==> src/rtl/home_actuator_driver.sv <==
// home_actuator_driver
// Checks that the FSM's one-hot request agrees with its state code and
// debounces it. Drives six actuator enables with a minimum on-time and an
// all-off gap between channels. Inconsistent inputs force everything off and
// bump a saturating fault counter.
module home_actuator_driver #(
  parameter int STABLE_CYC = 4,
  parameter int MIN_ON     = 16,
  parameter int GAP        = 2,
  parameter int CNT_W      = 8
) (
  input  logic       clk,
  input  logic       rst_n,
  input  logic [5:0] output_signals,
  input  logic [2:0] display,
  output logic [5:0] act_en,
  output logic [2:0] active_ch,
  output logic       busy,
  output logic       fault,
  output logic [7:0] fault_count
);

  localparam logic [2:0] S_IDLE  = 3'd0;
  localparam logic [2:0] S_QUAL  = 3'd1;
  localparam logic [2:0] S_ON    = 3'd2;
  localparam logic [2:0] S_BREAK = 3'd3;
  localparam logic [2:0] S_FAULT = 3'd4;

  localparam logic [CNT_W-1:0] L_ONE    = CNT_W'(1);
  localparam logic [CNT_W-1:0] L_STABLE = CNT_W'(STABLE_CYC);
  localparam logic [CNT_W-1:0] L_MIN_ON = CNT_W'(MIN_ON);
  localparam logic [CNT_W-1:0] L_GAP    = CNT_W'(GAP);

  logic [2:0]       r_state;
  logic [2:0]       r_cand;
  logic [CNT_W-1:0] r_stabCnt;
  logic [CNT_W-1:0] r_onCnt;
  logic [CNT_W-1:0] r_gapCnt;

  logic [2:0]       w_idx;
  logic             w_oneHot;
  logic             w_valid;
  logic [2:0]       w_code;
  logic [2:0]       w_stateNext;
  logic [2:0]       w_candNext;
  logic [CNT_W-1:0] w_stabNext;
  logic [CNT_W-1:0] w_onNext;
  logic [CNT_W-1:0] w_gapNext;
  logic [CNT_W-1:0] w_stabInc;
  logic [CNT_W-1:0] w_onInc;
  logic [CNT_W-1:0] w_gapInc;
  logic [5:0]       w_actNext;

  assign w_stabInc = r_stabCnt + L_ONE;
  assign w_onInc   = r_onCnt + L_ONE;
  assign w_gapInc  = r_gapCnt + L_ONE;

  // Decode the request into a channel code and decide whether it is consistent
  always_comb begin
    w_idx    = 3'd0;
    w_oneHot = 1'b1;
    case (output_signals)
      6'b000001: w_idx = 3'd1;
      6'b000010: w_idx = 3'd2;
      6'b000100: w_idx = 3'd3;
      6'b001000: w_idx = 3'd4;
      6'b010000: w_idx = 3'd5;
      6'b100000: w_idx = 3'd6;
      default:   w_oneHot = 1'b0;
    endcase
    if (output_signals == 6'd0) begin
      w_valid = (display == 3'd0) || (display == 3'd7);
    end else begin
      w_valid = w_oneHot && (display == w_idx);
    end
    w_code = w_valid ? w_idx : 3'd0;
  end

  // Next-state logic; an invalid sample overrides everything else, including timers
  always_comb begin
    w_stateNext = r_state;
    w_candNext  = r_cand;
    w_stabNext  = r_stabCnt;
    w_onNext    = r_onCnt;
    w_gapNext   = r_gapCnt;
    if (!w_valid) begin
      w_stateNext = S_FAULT;
      w_stabNext  = '0;
    end else begin
      case (r_state)
        S_IDLE: begin
          if (w_code != 3'd0) begin
            w_candNext = w_code;
            if (L_STABLE <= L_ONE) begin
              w_stateNext = S_ON;
              w_onNext    = '0;
            end else begin
              w_stateNext = S_QUAL;
              w_stabNext  = L_ONE;
            end
          end
        end
        S_QUAL: begin
          if (w_code == 3'd0) begin
            w_stateNext = S_IDLE;
            w_stabNext  = '0;
          end else if (w_code == r_cand) begin
            if (w_stabInc >= L_STABLE) begin
              w_stateNext = S_ON;
              w_onNext    = '0;
            end else begin
              w_stabNext = w_stabInc;
            end
          end else begin
            w_candNext = w_code;
            w_stabNext = L_ONE;
          end
        end
        S_ON: begin
          if ((w_code != r_cand) && (w_onInc >= L_MIN_ON)) begin
            w_stateNext = S_BREAK;
            w_gapNext   = '0;
          end else if (w_onInc < L_MIN_ON) begin
            w_onNext = w_onInc;
          end
        end
        S_BREAK: begin
          // GAP samples are discarded; the following edge decides where to go
          if (r_gapCnt >= L_GAP) begin
            if (w_code == 3'd0) begin
              w_stateNext = S_IDLE;
            end else begin
              w_candNext = w_code;
              if (L_STABLE <= L_ONE) begin
                w_stateNext = S_ON;
                w_onNext    = '0;
              end else begin
                w_stateNext = S_QUAL;
                w_stabNext  = L_ONE;
              end
            end
          end else begin
            w_gapNext = w_gapInc;
          end
        end
        S_FAULT: begin
          if (w_stabInc >= L_STABLE) begin
            w_stateNext = S_IDLE;
            w_stabNext  = '0;
          end else begin
            w_stabNext = w_stabInc;
          end
        end
        default: begin
          w_stateNext = S_IDLE;
          w_stabNext  = '0;
        end
      endcase
    end
  end

  // One-hot enable pattern for the channel that will be on after this edge
  always_comb begin
    w_actNext = 6'd0;
    if (w_stateNext == S_ON) begin
      case (w_candNext)
        3'd1:    w_actNext = 6'b000001;
        3'd2:    w_actNext = 6'b000010;
        3'd3:    w_actNext = 6'b000100;
        3'd4:    w_actNext = 6'b001000;
        3'd5:    w_actNext = 6'b010000;
        3'd6:    w_actNext = 6'b100000;
        default: w_actNext = 6'd0;
      endcase
    end
  end

  // State, counters and registered outputs; reset drops enables without a clock
  always_ff @(posedge clk or negedge rst_n) begin
    if (!rst_n) begin
      r_state     <= S_IDLE;
      r_cand      <= 3'd0;
      r_stabCnt   <= '0;
      r_onCnt     <= '0;
      r_gapCnt    <= '0;
      act_en      <= 6'd0;
      active_ch   <= 3'd0;
      busy        <= 1'b0;
      fault       <= 1'b0;
      fault_count <= 8'd0;
    end else begin
      r_state   <= w_stateNext;
      r_cand    <= w_candNext;
      r_stabCnt <= w_stabNext;
      r_onCnt   <= w_onNext;
      r_gapCnt  <= w_gapNext;
      act_en    <= w_actNext;
      active_ch <= (w_stateNext == S_ON) ? w_candNext : 3'd0;
      busy      <= (w_stateNext != S_IDLE);
      fault     <= (w_stateNext == S_FAULT);
      if ((w_stateNext == S_FAULT) && (r_state != S_FAULT) && (fault_count != 8'hFF)) begin
        fault_count <= fault_count + 8'd1;
      end
    end
  end

endmodule

==> config.mk <==
export PLATFORM = sky130hd
export DESIGN_NAME = home_actuator_driver
export DESIGN_NICKNAME = d
export VERILOG_FILES = /design/src/rtl/home_actuator_driver.sv
export SDC_FILE = /design/constraint.sdc
export NUM_CORES = 1
export LEC_CHECK = 0
export CAP_MARGIN = 20
export CORE_UTILIZATION = 60
export CTS_CLUSTER_SIZE = 14
export DETAILED_ROUTE_END_ITERATION = 10
export PLACE_DENSITY = 0.85
export SYNTH_ARGS = -nofsm -noshare
export SYNTH_HDL_FRONTEND = slang
export SYNTH_SLANG_ARGS = --single-unit
==> constraint.sdc <==
create_clock -name clk -period 4.7 [get_ports clk]
set_input_delay 1.41 -clock clk [delete_from_list [all_inputs] [get_ports clk]]
set_output_delay 1.41 -clock clk [all_outputs]
set_load 0.005 [all_outputs]
Word level (Yosys, flattened, before mapping)
Index checks and enable logic that the tools add are counted.
{"block": "classes", "addsub": 4, "n_lt_le_gt_ge": 4, "eq_ne": 36, "mux": 42, "reduce_logical": 17}
{"cell": "2-to-1 mux 8 bit", "count": 15}
{"cell": "2-to-1 mux 3 bit", "count": 16}
{"cell": "one-hot mux 8 bit (5 select lines)", "count": 1}
{"cell": "one-hot mux 6 bit (6 select lines)", "count": 1}
{"cell": "adder 8 x 1 -> 8 bit, second input constant", "count": 4}
{"cell": "one-hot mux 8 bit (2 select lines)", "count": 2}
{"cell": "equality test 3 bit, second input constant", "count": 6}
{"cell": "one-hot mux 3 bit (6 select lines)", "count": 1}
{"cell": "inequality test 2 bit, second input constant", "count": 8}
{"cell": "equality test 3 x 2 -> 1 bit, second input constant", "count": 5}
{"cell": "one-hot mux 3 bit (5 select lines)", "count": 1}
{"cell": "inequality test 3 bit, second input constant", "count": 4}
{"cell": "zero test 3 bit", "count": 3}
{"cell": "one-hot mux 3 bit (3 select lines)", "count": 1}
{"cell": ">= comparator 8 x 2 -> 1 bit, second input constant", "count": 1}
{"cell": ">= comparator 8 x 3 -> 1 bit, second input constant", "count": 1}
{"cell": ">= comparator 8 x 5 -> 1 bit, second input constant", "count": 1}
{"cell": "less-than comparator 8 x 5 -> 1 bit, second input constant", "count": 1}
{"cell": "inequality test 8 bit, second input constant", "count": 1}
{"cell": "AND reduction 7 bit", "count": 1}
{"cell": "equality test 3 x 1 -> 1 bit, second input constant", "count": 2}
{"cell": "equality test 3 bit", "count": 2}
{"cell": "equality test 6 x 1 -> 1 bit, second input constant", "count": 1}
{"cell": "equality test 6 x 2 -> 1 bit, second input constant", "count": 1}
{"cell": "other kinds (16)", "count": 23}
{"block": "word_totals", "register_bits": 49, "input_bits": 11, "output_inout_bits": 19, "wordCells": 113}

Depth between registers and ports, before layout
Gate-level depths: netlist (run 1).
{"block": "depth", "depth_word": 14, "ltp_mapped": 11, "ltp_nobuf": 11}

Least setup slack after synthesis (run 1)
No wires, ideal clock.
{"block": "synth_path", "kind": "in2reg", "start": "in output_signals[4]", "end": "reg r_stabCnt[1]", "setup_time_ns": 0.122, "arrival_time_ns": 3.692, "required_ns": 4.578, "setup_slack_ns": 0.887, "cell_stages": 10, "path_buffers": 2, "cell_sequence": "buf_4 xor2_1 o211ai_2 xor2_1 a41oi_4 or4_4 buf_6 a311oi_4 nor3_2 a32o_1"}
{"block": "synth_via", "elab_chain_len": 11, "elab_cells_between_ends": 27, "cone_classes": "13 x eq/ne; 8 x mux; 6 x reduce/logical"}
{"element": "start, declared", "line": "14", "source": "input logic [5:0] output_signals,"}
{"element": "equality test 6 bit (tied with other cells)", "line": "62", "source": "case (output_signals)"}
{"element": "one-hot mux 3 bit (6 select lines) or OR reduction 6 bit (tied branches)"}
{"element": "equality test 3 bit or 2-to-1 mux 1 bit (tied branches)", "line": "74, 62"}
{"element": "logical AND 1 bit", "line": "74", "source": "w_valid = w_oneHot && (display == w_idx);"}
{"element": "2-to-1 mux 1 bit", "line": "71", "source": "if (output_signals == 6'd0) begin"}
{"element": "2-to-1 mux 3 bit", "line": "76", "source": "w_code = w_valid ? w_idx : 3'd0;"}
{"element": "equality test 3 bit", "line": "107", "source": "end else if (w_code == r_cand) begin"}
{"element": "2-to-1 mux 8 bit", "line": "107"}
{"element": "2-to-1 mux 8 bit", "line": "104", "source": "if (w_code == 3'd0) begin"}
{"element": "one-hot mux 8 bit (5 select lines)", "line": "90", "source": "case (r_state)"}
{"element": "2-to-1 mux 8 bit", "line": "86", "source": "if (!w_valid) begin"}
{"element": "end signal, assigned", "line": "194", "source": "r_stabCnt <= w_stabNext;"}
{"element": "end, declared", "line": "36", "source": "logic [CNT_W-1:0] r_stabCnt;"}
Several ways; a longest one is shown, not always the timed one.
A chain may end at the register's enable or synchronous reset.

Worst setup path in the final report (run 1)
{"block": "layout_path", "start": "in output_signals[5]", "end": "reg r_onCnt[3]"}
{"block": "layout_via", "elab_chain_len": 10, "elab_cells_between_ends": 22, "cone_classes": "12 x eq/ne; 4 x mux; 6 x reduce/logical"}
{"element": "equality test 6 bit (tied with other cells)", "line": "62"}
{"element": "one-hot mux 3 bit (6 select lines) or OR reduction 6 bit (tied branches)"}
{"element": "equality test 3 bit or 2-to-1 mux 1 bit (tied branches)", "line": "74, 62"}
{"element": "logical AND 1 bit", "line": "74"}
{"element": "2-to-1 mux 1 bit", "line": "71"}
{"element": "2-to-1 mux 3 bit", "line": "76"}
{"element": "inequality test 3 bit", "line": "120", "source": "if ((w_code != r_cand) && (w_onInc >= L_MIN_ON)) begin"}
{"element": "logical AND 1 bit", "line": "120"}
{"element": "inequality test 2 bit (no line)"}
{"element": "AND reduction 7 bit (no line) (*)"}
{"element": "end signal, assigned", "line": "195", "source": "r_onCnt <= w_onNext;"}
{"element": "end, declared", "line": "37", "source": "logic [CNT_W-1:0] r_onCnt;"}
Mark *: on every way between the ends. The rest lies on a longest branch, timed or not.

==> results of run 1 <==
[through the flow]
step / instances / instance area, um^2
floorplan: 277 / 2830
global placement: 353 / 3130
detailed placement: 353 / 3130
CTS: 361 / 3230
global route: 361 / 3230
finish: 361 / 3230
[placed cells by master, fill, tap and decap left out, types with 7 or more instances in the layout]
| cell | Yosys | layout |
|---|---|---|
| and2_1 | 15 | 15 |
| clkdlybuf4s50_1 | 0 | 28 |
| dfrtp_1 | 49 | 49 |
| ha_1 | 7 | 7 |
| inv_1 | 11 | 11 |
| nand2_1 | 22 | 22 |
| nand3_1 | 8 | 8 |
| nor2_1 | 20 | 20 |
| nor3_1 | 15 | 15 |
| o21ai_0 | 7 | 7 |
| xor2_1 | 10 | 10 |
[worst reg2reg max path, cell delays in order (launching register included)]
cell,delay [ps]
dfrtp_1,430
inv_1,60
ha_1,190
nor4_1,290
nand2_1,130
nor2_1,250
a41oi_1,100
o31ai_1,420
a32oi_2,130
o211ai_1,400
nor3_1,120
[logic make-up (layout without fill, tap and decap cells)]
group | Yosys count | after routing | share of synthesized area, %
XOR/XNOR | 16 | 16 | 5.22
flip-flops | 49 | 49 | 43.3
adder cells (fa/ha/maj) | 7 | 7 | 3.09
buffers and inverters | 20 | 52 | 4.16
multiplexers | 7 | 7 | 2.65
AND/OR/NAND/NOR | 119 | 119 | 23.0
AO/OA/AOI/OAI | 59 | 59 | 18.5
[layout make-up]
class / count / area [um^2] / share of cell area (%)
clock inverter: 3 / 25.0 / 0.775
multi-input combinational: 208 / 1490 / 46.0
tap: 52 / 65.1 / 2.02
sequential: 49 / 1230 / 38.0
timing repair buffer: 33 / 315 / 9.77
inverter: 11 / 41.3 / 1.28
clock buffer: 5 / 68.8 / 2.13
[power breakdown]
group,switching (uW),internal [uW]
clock network,146,108
registers,1.98,423
logic,29.9,17.9
[flip-flops by register name, summed over array words and instances, names as in the netlist]
register     count
fault_count      8
r_gapCnt         8
r_onCnt          8
r_stabCnt        8
act_en           6
active_ch        3
r_cand           3
r_state          3
busy             1
fault            1
[metal layers]
layer	track usage, %	up-vias
met5	0	-
met4	8.22	0
met3	6.27	11
met2	40.5	68
met1	33.2	1061
li1	-	1065
[path summary, 6_finish.rpt]
check                                 endpoint  cells past startpoint
worst min register to register  fault_count[6]                      1
worst min-delay path            fault_count[6]                      1
max in group asynchronous                fault                      2
worst max register to register       act_en[4]                     10
min in group asynchronous           r_onCnt[1]                      1
worst max-delay path                r_onCnt[3]                      9
==> results.md, run 1 <==
- Status: finished, violations left
- Failing checks: design-rule violations
- Synth Register Bits: 49
- Port bufs: 29
- Met3 WL post-DR: 326 um
- ANT cells: 0
- Ys async rst share: 100%
- Initial DRC Count: 162
- Die width: 70.7 um
- Clk_lat worst skew: 300 ps
- Core box area: 0.00444 mm^2
- Setup violators final: 0
- Final Routed Wirelength: 5.69 mm
- Setup TNS: 0 ps
- GP Congestion: 0.917
- Worst stage delay on the critical path: 590 ps
- Slowest cell on the critical path: or4_4
- WL/cell: 15.8 um
- Largest net degree at the start of global routing: 29
- Number of buffer and inverter stages on the critical path: 1
- Maximum vdd drop: 0.000254 V
- Final min period: 4180 ps
- Worst-margin pin slew: 632 ps
- Nets: 326
- Static Leak: 0.00138 uW
- Syn-to-layout area delta: 14.1%
- Main synth FF type: dfrtp_1
- Post-CTS setup buffers: 0
- DR top layer: met4
- Critical path data arrival time: 4370 ps
- CTS root buf: clkbuf_8
- Setup crit end kind: flip-flop
- Post-cts gate resize count: 0
- WHS: 499 ps
- Vias: 2205
- Pwr/cell area: 225 mW/mm^2
- Synth top area share: 43.3%
- Initial antenna violation count: 0
- Synth area leader: dfrtp_1
- FF-to-FF Start: r_gapCnt[0]
- Chip height: 70.7 um
- CP most frequent cell: xor2_1
- Longest Clk Path Bufs: 2
- First-pass GRT wire length: 9.94 mm
- Post-synth EDFFs: 0
- Drt drc: 2
- Wire length on met1: 2.58 mm
- # hold bufs at CTS: 0
- Share of cells above drive strength 1: 12.0%
- Synth warn: 0
- CTS Sinks: 49
- Worst R2R Setup Slack: 2050 ps
- GR Overflow Total: 0
- CTS H-tree lvls: 2
- Fin crit share: 88.9%
- All-Layer GR Usage: 25.0%
- Num CTS Buffers: 5
- Synth cell types: 65
- CP Max Fanout: 8
- TritonCTS clock tree: built
- Max-slew violation count: 0
- Top Family by Delay on Critical Path: compound AO/OA/AOI/OAI gates
- Final hold viol count: 0
- Dpl ws: 227 ps
- Fillers: 321
- Area of the die: 0.00500 mm^2
- Max-cap check violation count: 0
- Hold Path Class: reg -> reg
- Post-Syn Instances: 277
- Hold path startpoint: fault_count[6]
- Cell Chain, Critical Path: clkdlybuf4s50_1 > xor2_1 > o211ai_2 > xor2_1 > a41oi_4 > or4_4 > a311oi_4 > nor2b_1 > mux2_2
- Syn nets: 295
- Clock-pin slew on the worst setup and hold paths: 90 ps
- CP required: 4900 ps
- # rows: 24
- Tot Pwr: 726 uW
- Crit start category: primary input
- Count leader, synth: dfrtp_1
- Slew HR: 57.8%
- Top post-synthesis cells by area: dfrtp_1, and2_1, ha_1
- Initial core utilization: 63.7%
- WL met2: 2.71 mm
- Sequential area share after synthesis: 43.3%
- F_max: 239 MHz
- Commonest cells in the netlist: dfrtp_1, nand2_1, nor2_1
- Drt first pass iters: 7
- Fin util: 72.6%
- Setup CP Type: in -> reg
- PnR worst setup slack: 523 ps
- IO Pins: 30
- DR vias/cell: 6.11
- RSZ-0062 raised after global routing: false
- Synth Cell Area: 0.00283 mm^2
- Crit path from: output_signals[5]
- Vias in the first global route: 2211
- Post-DP HPWL: 4.19 mm
- Clock Skews: 3.93 ps
- Final ANT Viol Nets: 0
- Syn_area_per_cell: 10.2 um^2
(Power assumes the default switching activity.)
==> run 2: changes to the inputs <==
--- a/config.mk
+++ b/config.mk
@@ -6,10 +6,11 @@
 export NUM_CORES = 1
 export LEC_CHECK = 0
 export CAP_MARGIN = 20
-export CORE_UTILIZATION = 60
+export CORE_MARGIN = 3
+export CORE_UTILIZATION = 51
 export CTS_CLUSTER_SIZE = 14
 export DETAILED_ROUTE_END_ITERATION = 10
-export PLACE_DENSITY = 0.85
+export PLACE_DENSITY = 0.77
 export SYNTH_ARGS = -nofsm -noshare
 export SYNTH_HDL_FRONTEND = slang
 export SYNTH_SLANG_ARGS = --single-unit
==> constraint.sdc (replaced) <==
create_clock -name clk -period 3.4 [get_ports clk]
set_input_delay 1.02 -clock clk [delete_from_list [all_inputs] [get_ports clk]]
set_output_delay 1.02 -clock clk [all_outputs]
set_load 0.005 [all_outputs]
==> run 2 against run 1 <==
- wire length grew 6.8%
- count of clock-buffer cells in the layout is the same
- die area grew 30%
- via count grew 4.0%
- clock power grew 46%
- the run now ends clean
- register-to-register slack lost 1300 ps
- final cell count grew 14%
- power grew 43%
- cell area grew 10%
- global-route usage shrank 3.7 points
- critical path depth grew 1
- worst hold slack gained 5.0 ps
==> results.md, run 2 (synthesized netlist as in run 1, its figures left out) <==
- Max-slew violation count: 0 (unchanged)
- Dpl cell area: 0.00341 mm^2 (+8.9%)
- WHS: 504 ps (+5.03 ps)
- Initial antenna violation count: 0 (unchanged)
- Static Leak: 0.00157 uW (+14%)
- Initial core utilization: 54.0% (-9.6 points)
- Final min period: 3280 ps
- Maximum vdd drop: 0.000338 V (+33%)
- GR Overflow Total: 0 (unchanged)
- # hold bufs at CTS: 0 (unchanged)
- Cell Chain, Critical Path: dlygate4sd2_1 > xor2_1 > o211ai_2 > xor2_2 > a41oi_4 > or4_4 > a311oi_4 > buf_4 > nor2b_1 > mux2_2
- Setup CP Type: in -> reg
- Setup violators final: 0 (unchanged)
- Setup crit end kind: flip-flop
- Final Non-Filler Cells: 413 (+14%)
- Tot Pwr: 1040 uW (+43%)
- Clk_lat worst skew: 310 ps (about the same)
- DR vias/cell: 5.55 (-9.1%)
- GP Congestion: 0.914 (-0.37%)
- CTS Sinks: 49 (unchanged)
- Longest Clk Path Bufs: 2 (unchanged)
- Slowest cell on the critical path: or4_4
- Pwr/cell area: 292 mW/mm^2 (+30%)
- ANT cells: 0 (unchanged)
- Initial DRC Count: 142 (-12%)
- First-pass GRT wire length: 11.0 mm (+10%)
- Slew HR: 48.4% (-9.4 points)
- Hold Crit Depth: 1 (unchanged)
- Num CTS Buffers: 5 (unchanged)
- Crit. path cell count: 10 (+1)
- Most frequent cells in the layout: dfrtp_1, buf_4, nand2_1, clkdlybuf4s50_1, nor2_1
- Post-Place Cells: 403 (+14%)
- # rows: 26 (+8.3%)
- Drt drc: 0 (-2)
- Setup TNS: 0 ps (unchanged)
- Chip height: 80.5 um (+14%)
- Drt first pass iters: 4 (-3)
- CTS H-tree lvls: 2 (unchanged)
- Post-DP HPWL: 4.58 mm (+9.5%)
- IO Pins: 30 (unchanged)
- FF-to-FF Start: r_gapCnt[0]
- Final ANT Viol Nets: 0 (unchanged)
- Number of buffer and inverter stages on the critical path: 2 (+1)
- Syn-to-layout area delta: 25.8%
- Hold path startpoint: fault_count[6]
- Worst stage delay on the critical path: 550 ps (-40 ps)
- CP Max Fanout: 7 (-1)
- WL/cell: 14.7 um (-6.6%)
- Top Family by Delay on Critical Path: compound AO/OA/AOI/OAI gates
- Critical path data arrival time: 3480 ps (-890 ps)
- Die width: 80.5 um (+14%)
- Design area: 0.00356 mm^2 (+10%)
- TritonCTS clock tree: built
- Largest net degree at the start of global routing: 38 (+31%)
- Final Routed Wirelength: 6.08 mm (+6.8%)
- Most common cell after layout, fill and taps aside: dfrtp_1
- Status: completed
- Fin crit share: 96.4%
- CTS root buf: clkbuf_8
- Hold Path Class: reg -> reg
- Clock Skews: 7.24 ps (+3.31 ps)
- R2R cell count: 11 (+1)
- All-Layer GR Usage: 21.3% (-3.7 points)
- Max-cap check violation count: 0 (unchanged)
- Worst R2R Setup Slack: 780 ps (-1270 ps)
- F_max: 305 MHz
- Area of the die: 0.00648 mm^2 (+30%)
- CP required: 3600 ps (-1300 ps)
- Core box area: 0.00524 mm^2 (+18%)
- Final hold viol count: 0 (unchanged)
- Crit start category: primary input
- Worst-margin pin slew: 774 ps (+142 ps)
- Crit path from: output_signals[0]
- Clock-pin slew on the worst setup and hold paths: 100 ps (about the same)
- Vias: 2294 (+4.0%)
- Share of cells above drive strength 1: 23.6% (+12 points)
- Nets: 360 (+10%)
- Port bufs: 29 (unchanged)
- Vias in the first global route: 2382 (+7.7%)
- RSZ-0062 raised after global routing: false
## run 2: layout make-up
type,instances,area [um^2]
fillers,431,1680
flip-flops and latches,49,1230
clock buffers,5,68.8
multi-input cells,208,1550
clock inverters,3,28.8
repair buffers,67,556
well taps,70,87.6
inverters,11,41.3
## run 2: what timing repair did
action | in CTS | in global routing
pin swaps | 5 | 3
resized for setup | 12 | 6
buffers inserted | 2 | 0
setup endpoints to repair | 36 | 22
## run 2: per-layer routing
| metal | GRT usage (%) | vias up | part of all wire, % |
|---|---|---|---|
| li1 | - | 1122 | - |
| met1 | 27.6 | 1102 | 45 |
| met2 | 35.3 | 59 | 49 |
| met3 | 5.16 | 11 | 5.1 |
| met4 | 5.91 | 0 | 1.8 |
| met5 | 0 | - | 0 |
## run 2: metrics by stage
step	util, %	worst slack, ps
after floorplan	-	14.0
after global placement	65.1	-421
after detailed placement	65.1	-455
after CTS	67.9	104
after global routing	68.0	4.80
final	68.0	122
## run 2: final timing paths
check                                  to
max                            r_onCnt[3]
max reg2reg                     act_en[4]
min                        fault_count[6]
min in group asynchronous    r_stabCnt[7]
min reg2reg                fault_count[6]
max in group asynchronous       act_en[2]
## run 2: power breakdown
part / leakage [uW] / switching, uW / internal (uW)
logic: 0.000861 / 46.6 / 36.3
clock network: 0.0000506 / 216 / 154
registers: 0.000659 / 2.75 / 585
total: 0.00157 / 265 / 775
